==> config.mk <==
export PLATFORM = sky130hd
export DESIGN_NAME = id_ex_stage
export DESIGN_NICKNAME = d
export VERILOG_FILES = /design/src/rtl/core_pkg.sv /design/src/rtl/fwd_mux.sv /design/src/rtl/id_ex_stage.sv
export SDC_FILE = /design/constraint.sdc
export NUM_CORES = 1
export LEC_CHECK = 0
export CORE_AREA = 5 5 152 154
export CTS_CLUSTER_SIZE = 24
export DETAILED_ROUTE_END_ITERATION = 8
export DIE_AREA = 0 0 157 159
export PLACE_DENSITY = 0.89
export SLEW_MARGIN = 15
export SYNTH_ARGS = -nofsm -noshare
export SYNTH_HDL_FRONTEND = slang
export SYNTH_HIERARCHICAL = 1
export SYNTH_SLANG_ARGS = --single-unit
==> constraint.sdc <==
create_clock -name clk -period 3.15 [get_ports clk]
set_clock_uncertainty 0.1 [all_clocks]
set_input_delay 0.63 -clock clk [delete_from_list [all_inputs] [get_ports clk]]
set_output_delay 0.63 -clock clk [all_outputs]
set_load 0.01 [all_outputs]
==> src/rtl/core_pkg.sv <==
// rtl/core_pkg.sv - shared widths, decoded-control bundle and forward-select encodings
package core_pkg;

  localparam int XLEN   = 32;
  localparam int CTRL_W = 16;

  // Packed decoded-control bundle carried from decode into execute
  typedef struct packed {
    logic [3:0] alu_op;
    logic [1:0] op1_sel;
    logic [1:0] op2_sel;
    logic [3:0] mem_op;
    logic [3:0] br_type;
  } ctrl_t;

  // Operand source select reported by the forwarding muxes
  localparam logic [1:0] FWD_REG = 2'b00;
  localparam logic [1:0] FWD_WB  = 2'b01;
  localparam logic [1:0] FWD_MEM = 2'b10;

  // A write to x0 is architecturally dropped, so it can never be a forward source
  function automatic logic fwd_hit(input logic we, input logic [4:0] dst, input logic [4:0] src);
    return we && (dst != 5'd0) && (dst == src);
  endfunction

endpackage

==> src/rtl/fwd_mux.sv <==
// rtl/fwd_mux.sv - combinational operand select for one ALU source
module fwd_mux
  import core_pkg::*;
#(
  parameter int W = XLEN
) (
  input  logic [4:0]   rs,
  input  logic [W-1:0] reg_data,
  input  logic [4:0]   mem_rd,
  input  logic         mem_reg_write,
  input  logic [W-1:0] mem_result,
  input  logic [4:0]   wb_rd,
  input  logic         wb_reg_write,
  input  logic [W-1:0] wb_result,
  output logic [W-1:0] op,
  output logic [1:0]   sel
);

  // Youngest producer wins: EX/MEM before MEM/WB before the register-file value
  always_comb begin
    op  = reg_data;
    sel = FWD_REG;
    if (fwd_hit(mem_reg_write, mem_rd, rs)) begin
      op  = mem_result;
      sel = FWD_MEM;
    end else if (fwd_hit(wb_reg_write, wb_rd, rs)) begin
      op  = wb_result;
      sel = FWD_WB;
    end
  end

endmodule

==> src/rtl/id_ex_stage.sv <==
// rtl/id_ex_stage.sv - ID/EX pipeline register with load-use bubble, flush, hold and forwarding
module id_ex_stage
  import core_pkg::*;
#(
  parameter int XW = XLEN,
  parameter int CW = CTRL_W
) (
  input  logic          clk,
  input  logic          reset,
  input  logic          id_valid,
  input  logic [XW-1:0] id_pc,
  input  logic [4:0]    id_rs1,
  input  logic [4:0]    id_rs2,
  input  logic [4:0]    id_rd,
  input  logic [XW-1:0] id_rd1,
  input  logic [XW-1:0] id_rd2,
  input  logic [XW-1:0] id_imm,
  input  logic [CW-1:0] id_ctrl,
  input  logic          id_reg_write,
  input  logic          id_is_load,
  input  logic          flush,
  input  logic          mem_stall,
  input  logic [4:0]    mem_rd,
  input  logic          mem_reg_write,
  input  logic [XW-1:0] mem_result,
  input  logic [4:0]    wb_rd,
  input  logic          wb_reg_write,
  input  logic [XW-1:0] wb_result,
  output logic          id_stall,
  output logic          ex_valid,
  output logic [XW-1:0] ex_pc,
  output logic [XW-1:0] ex_imm,
  output logic [CW-1:0] ex_ctrl,
  output logic [4:0]    ex_rd,
  output logic          ex_reg_write,
  output logic          ex_is_load,
  output logic [XW-1:0] ex_op1,
  output logic [XW-1:0] ex_op2,
  output logic [1:0]    ex_fwd1,
  output logic [1:0]    ex_fwd2
);

  logic          valid_q, valid_d;
  logic          reg_write_q, reg_write_d;
  logic          is_load_q, is_load_d;
  logic [XW-1:0] pc_q, pc_d;
  logic [XW-1:0] imm_q, imm_d;
  logic [CW-1:0] ctrl_q, ctrl_d;
  logic [4:0]    rd_q, rd_d;
  logic [4:0]    rs1_q, rs1_d;
  logic [4:0]    rs2_q, rs2_d;
  logic [XW-1:0] rd1_q, rd1_d;
  logic [XW-1:0] rd2_q, rd2_d;
  logic          hz;

  // Load in EX feeding either source of the decode instruction; unused sources still compare
  always_comb begin
    hz = valid_q && is_load_q && (rd_q != 5'd0) && id_valid &&
         ((id_rs1 == rd_q) || (id_rs2 == rd_q));
    id_stall = (hz || mem_stall) && !flush;
  end

  // Next state: flush kills, else memory back-pressure holds, else load-use bubbles, else capture
  always_comb begin
    valid_d     = valid_q;
    reg_write_d = reg_write_q;
    is_load_d   = is_load_q;
    pc_d        = pc_q;
    imm_d       = imm_q;
    ctrl_d      = ctrl_q;
    rd_d        = rd_q;
    rs1_d       = rs1_q;
    rs2_d       = rs2_q;
    rd1_d       = rd1_q;
    rd2_d       = rd2_q;
    if (flush) begin
      valid_d     = 1'b0;
      reg_write_d = 1'b0;
      is_load_d   = 1'b0;
    end else if (mem_stall) begin
      // hold everything
    end else if (hz) begin
      valid_d     = 1'b0;
      reg_write_d = 1'b0;
      is_load_d   = 1'b0;
    end else begin
      valid_d     = id_valid;
      reg_write_d = id_reg_write && id_valid;
      is_load_d   = id_is_load && id_valid;
      pc_d        = id_pc;
      imm_d       = id_imm;
      ctrl_d      = id_ctrl;
      rd_d        = id_rd;
      rs1_d       = id_rs1;
      rs2_d       = id_rs2;
      rd1_d       = id_rd1;
      rd2_d       = id_rd2;
    end
  end

  // Stage registers; asynchronous clear leaves no bubble or hold pending
  always_ff @(posedge clk or negedge reset) begin
    if (!reset) begin
      valid_q     <= 1'b0;
      reg_write_q <= 1'b0;
      is_load_q   <= 1'b0;
      pc_q        <= '0;
      imm_q       <= '0;
      ctrl_q      <= '0;
      rd_q        <= '0;
      rs1_q       <= '0;
      rs2_q       <= '0;
      rd1_q       <= '0;
      rd2_q       <= '0;
    end else begin
      valid_q     <= valid_d;
      reg_write_q <= reg_write_d;
      is_load_q   <= is_load_d;
      pc_q        <= pc_d;
      imm_q       <= imm_d;
      ctrl_q      <= ctrl_d;
      rd_q        <= rd_d;
      rs1_q       <= rs1_d;
      rs2_q       <= rs2_d;
      rd1_q       <= rd1_d;
      rd2_q       <= rd2_d;
    end
  end

  fwd_mux #(.W(XW)) u_fwd1 (
    .rs(rs1_q), .reg_data(rd1_q),
    .mem_rd(mem_rd), .mem_reg_write(mem_reg_write), .mem_result(mem_result),
    .wb_rd(wb_rd), .wb_reg_write(wb_reg_write), .wb_result(wb_result),
    .op(ex_op1), .sel(ex_fwd1)
  );

  fwd_mux #(.W(XW)) u_fwd2 (
    .rs(rs2_q), .reg_data(rd2_q),
    .mem_rd(mem_rd), .mem_reg_write(mem_reg_write), .mem_result(mem_result),
    .wb_rd(wb_rd), .wb_reg_write(wb_reg_write), .wb_result(wb_result),
    .op(ex_op2), .sel(ex_fwd2)
  );

  assign ex_valid     = valid_q;
  assign ex_reg_write = reg_write_q;
  assign ex_is_load   = is_load_q;
  assign ex_pc        = pc_q;
  assign ex_imm       = imm_q;
  assign ex_ctrl      = ctrl_q;
  assign ex_rd        = rd_q;

endmodule

# After elaboration in Yosys (flattened, before gate mapping)
# Cells that the tools add are included.
# W data, S select, Z words.
dict set report word_totals {
  reg_bits 162
  word_cells 58
}
dict set report op_classes {
  reduce_logical 20
  n_mux 17
  n_eq_ne 7
  bitwise 3
}
# op n
set ops {}
lappend ops {{$mux W32} 4}
lappend ops {{$eq A5 B5 Y1} 6}
lappend ops {{$reduce_bool A5 Y1} 3}
lappend ops {{$logic_and A1 B1 Y1} 13}
lappend ops {{$mux W1} 11}
lappend ops {{$mux W2} 2}
lappend ops {{$not A1 Y1} 3}
lappend ops {{$reduce_and A3 Y1} 1}
lappend ops {{$logic_or A1 B1 Y1} 2}
lappend ops {{$ne A2 B2 Y1 const B} 1}
lappend ops {{$logic_not A1 Y1} 1}

# Logic depth before layout (Yosys ltp)
dict set report logic_depth {
  word_depth 7
  mapped_depth 7
}

# Modules after synthesis
# The synthesis kept the hierarchy.
# mod instances area_each_um2 cells_each
set by_module_without_submodules {}
lappend by_module_without_submodules {id_ex_stage 1 6138.4 364}
lappend by_module_without_submodules {fwd_mux 2 1490.2 185}

# Worst setup path after synthesis
# Ideal clock, no wire load.
dict set report synth_path {
  kind {input to output}
  start {in mem_rd[0]}
  end {out ex_fwd1[0]}
  arrival_time_ns 2.010
  t_required_ns 2.420
  path_stages 6
  n_path_buf 1
  setup_slack_ns 0.410
  cell_sequence {or4_4 a21oi_4 or3_1 buf_2 inv_2 nor4_2}
}
dict set report synth_between {
  elab_chain_cells 4
}
# item line
set synth_rtl {}
lappend synth_rtl {{start, declared} id_ex_stage.sv:23} ;# input logic [4:0] mem_rd,
lappend synth_rtl {{$reduce_bool A5 Y1} core_pkg.sv:23} ;# return we && (dst != 5'd0) && (dst == src);
lappend synth_rtl {{$logic_and A1 B1 Y1} core_pkg.sv:23}
lappend synth_rtl {{$logic_and A1 B1 Y1 *} core_pkg.sv:23}
lappend synth_rtl {{$mux W2 *} fwd_mux.sv:23} ;# if (fwd_hit(mem_reg_write, mem_rd, rs)) begin
lappend synth_rtl {{end, declared} id_ex_stage.sv:39} ;# output logic [1:0] ex_fwd1,
# Every way passes the cells marked *; elsewhere a longest branch is shown, timed or not.

# Final worst setup path
dict set report layout_path {
  start {reg rs2_q[0]}
  end {out ex_op2[9]}
}
dict set report layout_between {
  elab_chain_cells 4
}
# item line
set layout_rtl {}
lappend layout_rtl {{start, declared} id_ex_stage.sv:51} ;# logic [4:0] rs2_q, rs2_d;
lappend layout_rtl {{start signal, assigned} id_ex_stage.sv:124} ;# rs2_q <= rs2_d;
lappend layout_rtl {{$eq A5 B5 Y1} core_pkg.sv:23}
lappend layout_rtl {{$logic_and A1 B1 Y1} core_pkg.sv:23}
lappend layout_rtl {{$mux W32} fwd_mux.sv:26} ;# end else if (fwd_hit(wb_reg_write, wb_rd, rs)) begin
lappend layout_rtl {{$mux W32 *} fwd_mux.sv:23}
lappend layout_rtl {{end, declared} id_ex_stage.sv:38} ;# output logic [XW-1:0] ex_op2,
# Marked as above.

==> metrics.md <==
| Metric | Value |
|---|---|
| Share of layout cells above drive strength 1 | 47.42% |
| Worst-skew pair later-pin latency | between 0.4 and 0.5 ns |
| Commonest non-fill, non-tap cell in the layout | clkdlybuf4s50_1 |
| Hold Path Class | input pin to async pin |
| R2r worst-path depth | 8 |
| Mux cell area share after synthesis | 19.64% |
| Compound-gate portion of the synthesized area | 13.45% |
| Placement Setup Slack | -0.7256 ns |
| Pre-antenna DRT Iters | 6 |
| Port bufs | 398 |
| Max-Cap Viols | 0 |
| WS Path Type | register to output port |
| Max Clock Freq | 303.8 MHz |
| Worst reg-to-reg setup slack | 0.81 ns |
| CTS tree | built |
| Die Ht | 159 um |
| Minimum clock period | around 3.3 ns |
| WL/cell | 26.02 um |
| Mean Syn Cell Area | 12.42 um^2 |
| Area of the multi-input gates | 0.005366 mm^2 |
| Synthesized instance count | 734 |
| Post-route DRC | 0 |
| Full die area | 0.02496 mm^2 |
| Final Power | 8.007 mW |
| Starting density of the core | 42.31% |
| Number of warnings issued by yosys | 6 |
| Grt total ovfl | 0 |
| Area growth from synthesis to layout | 74.66% |
| Number of global-route vias before repair | between 9000 and 10000 |
| Total GRT Usage | 27.49% |
| Tcrit/Tclk final | 104.5% |
| Vias per std cell | roughly 6.1 |
| Cts hold-fix bufs | 0 |
| Max Fanout on Critical Path | 30 |
| Setup TNS | -4.381 ns |
| Worst r2r dst | ex_imm[0] |
| Wirelength, routed | approximately 39000 um |
| Slew headroom | 53.41% |
| Pwr dens | 502.8 mW/mm^2 |
| I/O pin total | 399 |
| Leading cell types in the layout, fill and taps excluded | clkdlybuf4s50_1 (318), dfrtp_1 (155), mux2_2 (152) |
| Final Hold Viols | 0 |
| CP endpoint kind | output port |
| Leak Pwr | slightly above 6 nW |
| Routed vias | 9109 |
| H-tree depth | 4 |
| Reg2Reg Launch Point | ex_rd[4] |
| Initial antenna violation count | 3 |
| Nets | approximately 1400 |
| Crit path capture | ex_op2[9] |
| Post-Synth Simple-Gate Area | 13.52% |
| Die X-Extent | 157 um |
| Worst EP arrival | 2.56 ns |
| RSZ-0062 raised after global routing | true |
| Worst setup margin | -0.1420 ns |
| Register area share after synthesis | 44.46% |
| Worst-path clk slew | 0.08 ns |
| Cts bufs inserted | 17 |
| Worst endpoint required time | about 2.4 ns |
| Status | complete, but fails checks |
| FP Rows | between 50 and 60 |
| Register Area | slightly above 0.004 mm^2 |
| Synthesized Nets | 976 |
| Slew @ Worst Pin | 0.6989 ns |
| Register bit total from synthesis | 162 |
| First-pass GRT wire length | roughly 54000 um |
| Worst Setup Start Kind | register |
| Failing checks | negative setup slack |
| Root Driver | clkbuf_16 |
| Final HPWL from detailed placement | 25950 um |
| RePlAce Congestion | 0.9556 |
| Largest family of logic cells by synthesized area | multiplexers |
| Antenna Nets Post-Route | 0 |
| Final setup viols | 60 |
| Final-layout fill cell count | 1262 |
| Bufs on Longest Clock Path | 2 |
| Core Box Area | 0.02155 mm^2 |
| Post-Synth Adder-Cell Area | 0% |
| Crit path from | rs2_q[0] |
| Initial DRC count | about 800 |
| Max Slew Vio Count | 0 |
| Max IR drop VDD | ~350 uV |
| Post-synthesis cell area | 0.009119 mm^2 |
| Synth Area in XOR/XNOR | 2.497% |
| Sink Count | 162 |
| Largest net degree at the start of global routing | 69 |
| Distinct cells, synth | 35 |
-- worst min path at each step --
stage,cells past startpoint,endpoint,from,slack [ns]
finish,1,rd2_q[30],reset,0.13
global route,1,rd2_q[30],reset,0.17
CTS,1,rd2_q[30],reset,0.14
detailed placement,1,ex_pc[1],ex_pc[1],0.38
global placement,1,ex_pc[0],ex_pc[0],0.37
floorplan,0,ex_ctrl[0],reset,0.23
-- kinds of logic (layout without fill, tap and decap cells) --
kind of cell | Yosys count | after routing
flops | 162 | 162
simple gates | 161 | 161
mux | 159 | 159
compound gates | 139 | 139
buf+inv | 87 | 572
xor+xnor | 26 | 26
other cells | 0 | 3
-- per-stage QoR --
step | util [%] | std cells | hold WS [ns] | instance area [um^2]
final | 73.89 | 1502 | 0.1262 | 15930
after global routing | 73.89 | 1502 | 0.1699 | 15930
after CTS | 69.45 | 1468 | 0.1403 | 14970
after detailed placement | 64.29 | 1416 | 0.3790 | 13860
after global placement | 64.29 | 1416 | 0.3692 | 13860
after floorplan | - | 734 | 0.2344 | 9119
-- final cells by class --
class	instances	share of cell area [%]
flip-flops and latches	162	25.51
inverters	2	0.04714
diodes	3	0.04714
repair buffers	538	34.62
clock buffers	18	2.695
multi-input cells	485	33.69
well taps	280	2.200
clock inverters	14	1.186
-- power by group --
group	leakage [nW]	total (mW)	switching (mW)	internal (mW)
sequential	1.90	2.62	0.237	2.39
clock	0.299	2.16	1.01	1.15
combinational	3.89	3.22	1.44	1.78
total	6.09	8.01	2.69	5.32
-- cell usage after synthesis --
cell              n  share of area (%)
a211oi_2          1               0.14
a21oi_1           2               0.11
a21oi_2           2               0.19
a21oi_4           2               0.36
a22o_1            1              0.096
a31oi_1          26                1.8
a31oi_2          38                5.2
a32o_1            2               0.22
and2_1            4               0.27
buf_12            8                1.8
buf_2            22                1.2
buf_4            15                1.2
buf_6             2               0.25
clkbuf_1         32                1.3
clkbuf_4          4               0.33
dfrtp_1         162                 44
dlymetal6s2s_1    2               0.27
inv_2             2              0.082
mux2_1            7               0.86
mux2_2          152                 19
nand2_1           6               0.25
nand3_1           7               0.38
nor2_1            6               0.25
nor2b_1           1              0.069
nor3_1            1              0.055
nor4_1           64                4.4
nor4_2            2               0.27
o22ai_1           1              0.069
o31ai_1          64                5.3
or3_1             2               0.14
or4_1             2               0.16
or4_4             2               0.25
or4b_1           34                3.7
or4b_2           30                3.3
xnor2_1          26                2.5
-- registers in the layout (all words and copies together) (netlist names) --
name	count
ex_imm	32
rs2_q	5
rd1_q	32
ex_ctrl	16
ex_is_load	1
ex_pc	32
ex_rd	5
ex_valid	1
rd2_q	32
ex_reg_write	1
rs1_q	5
-- critical path, cell delays in order, from the launching register on --
cell and delay [ns]:
dfrtp_1 0.43, buf_6 0.15, xnor2_4 0.16, nand3_2 0.13
buf_12 0.20, or4b_2 0.68, a31oi_1 0.22, buf_2 0.17
-- what timing repair did --
action                                  CTS  global route
setup buffers                            13            31
gates resized for setup                 385           150
pin swaps                                48            56
endpoints found under the setup margin   68            67
cloned                                    7             7
-- layer usage --
layer  wire length [um]  track usage, %
met2              19350           46.39
met3               3832           7.611
met1              13710           32.80
met4               2190           11.64
met5                  0               0
(Power assumes the default switching activity.)
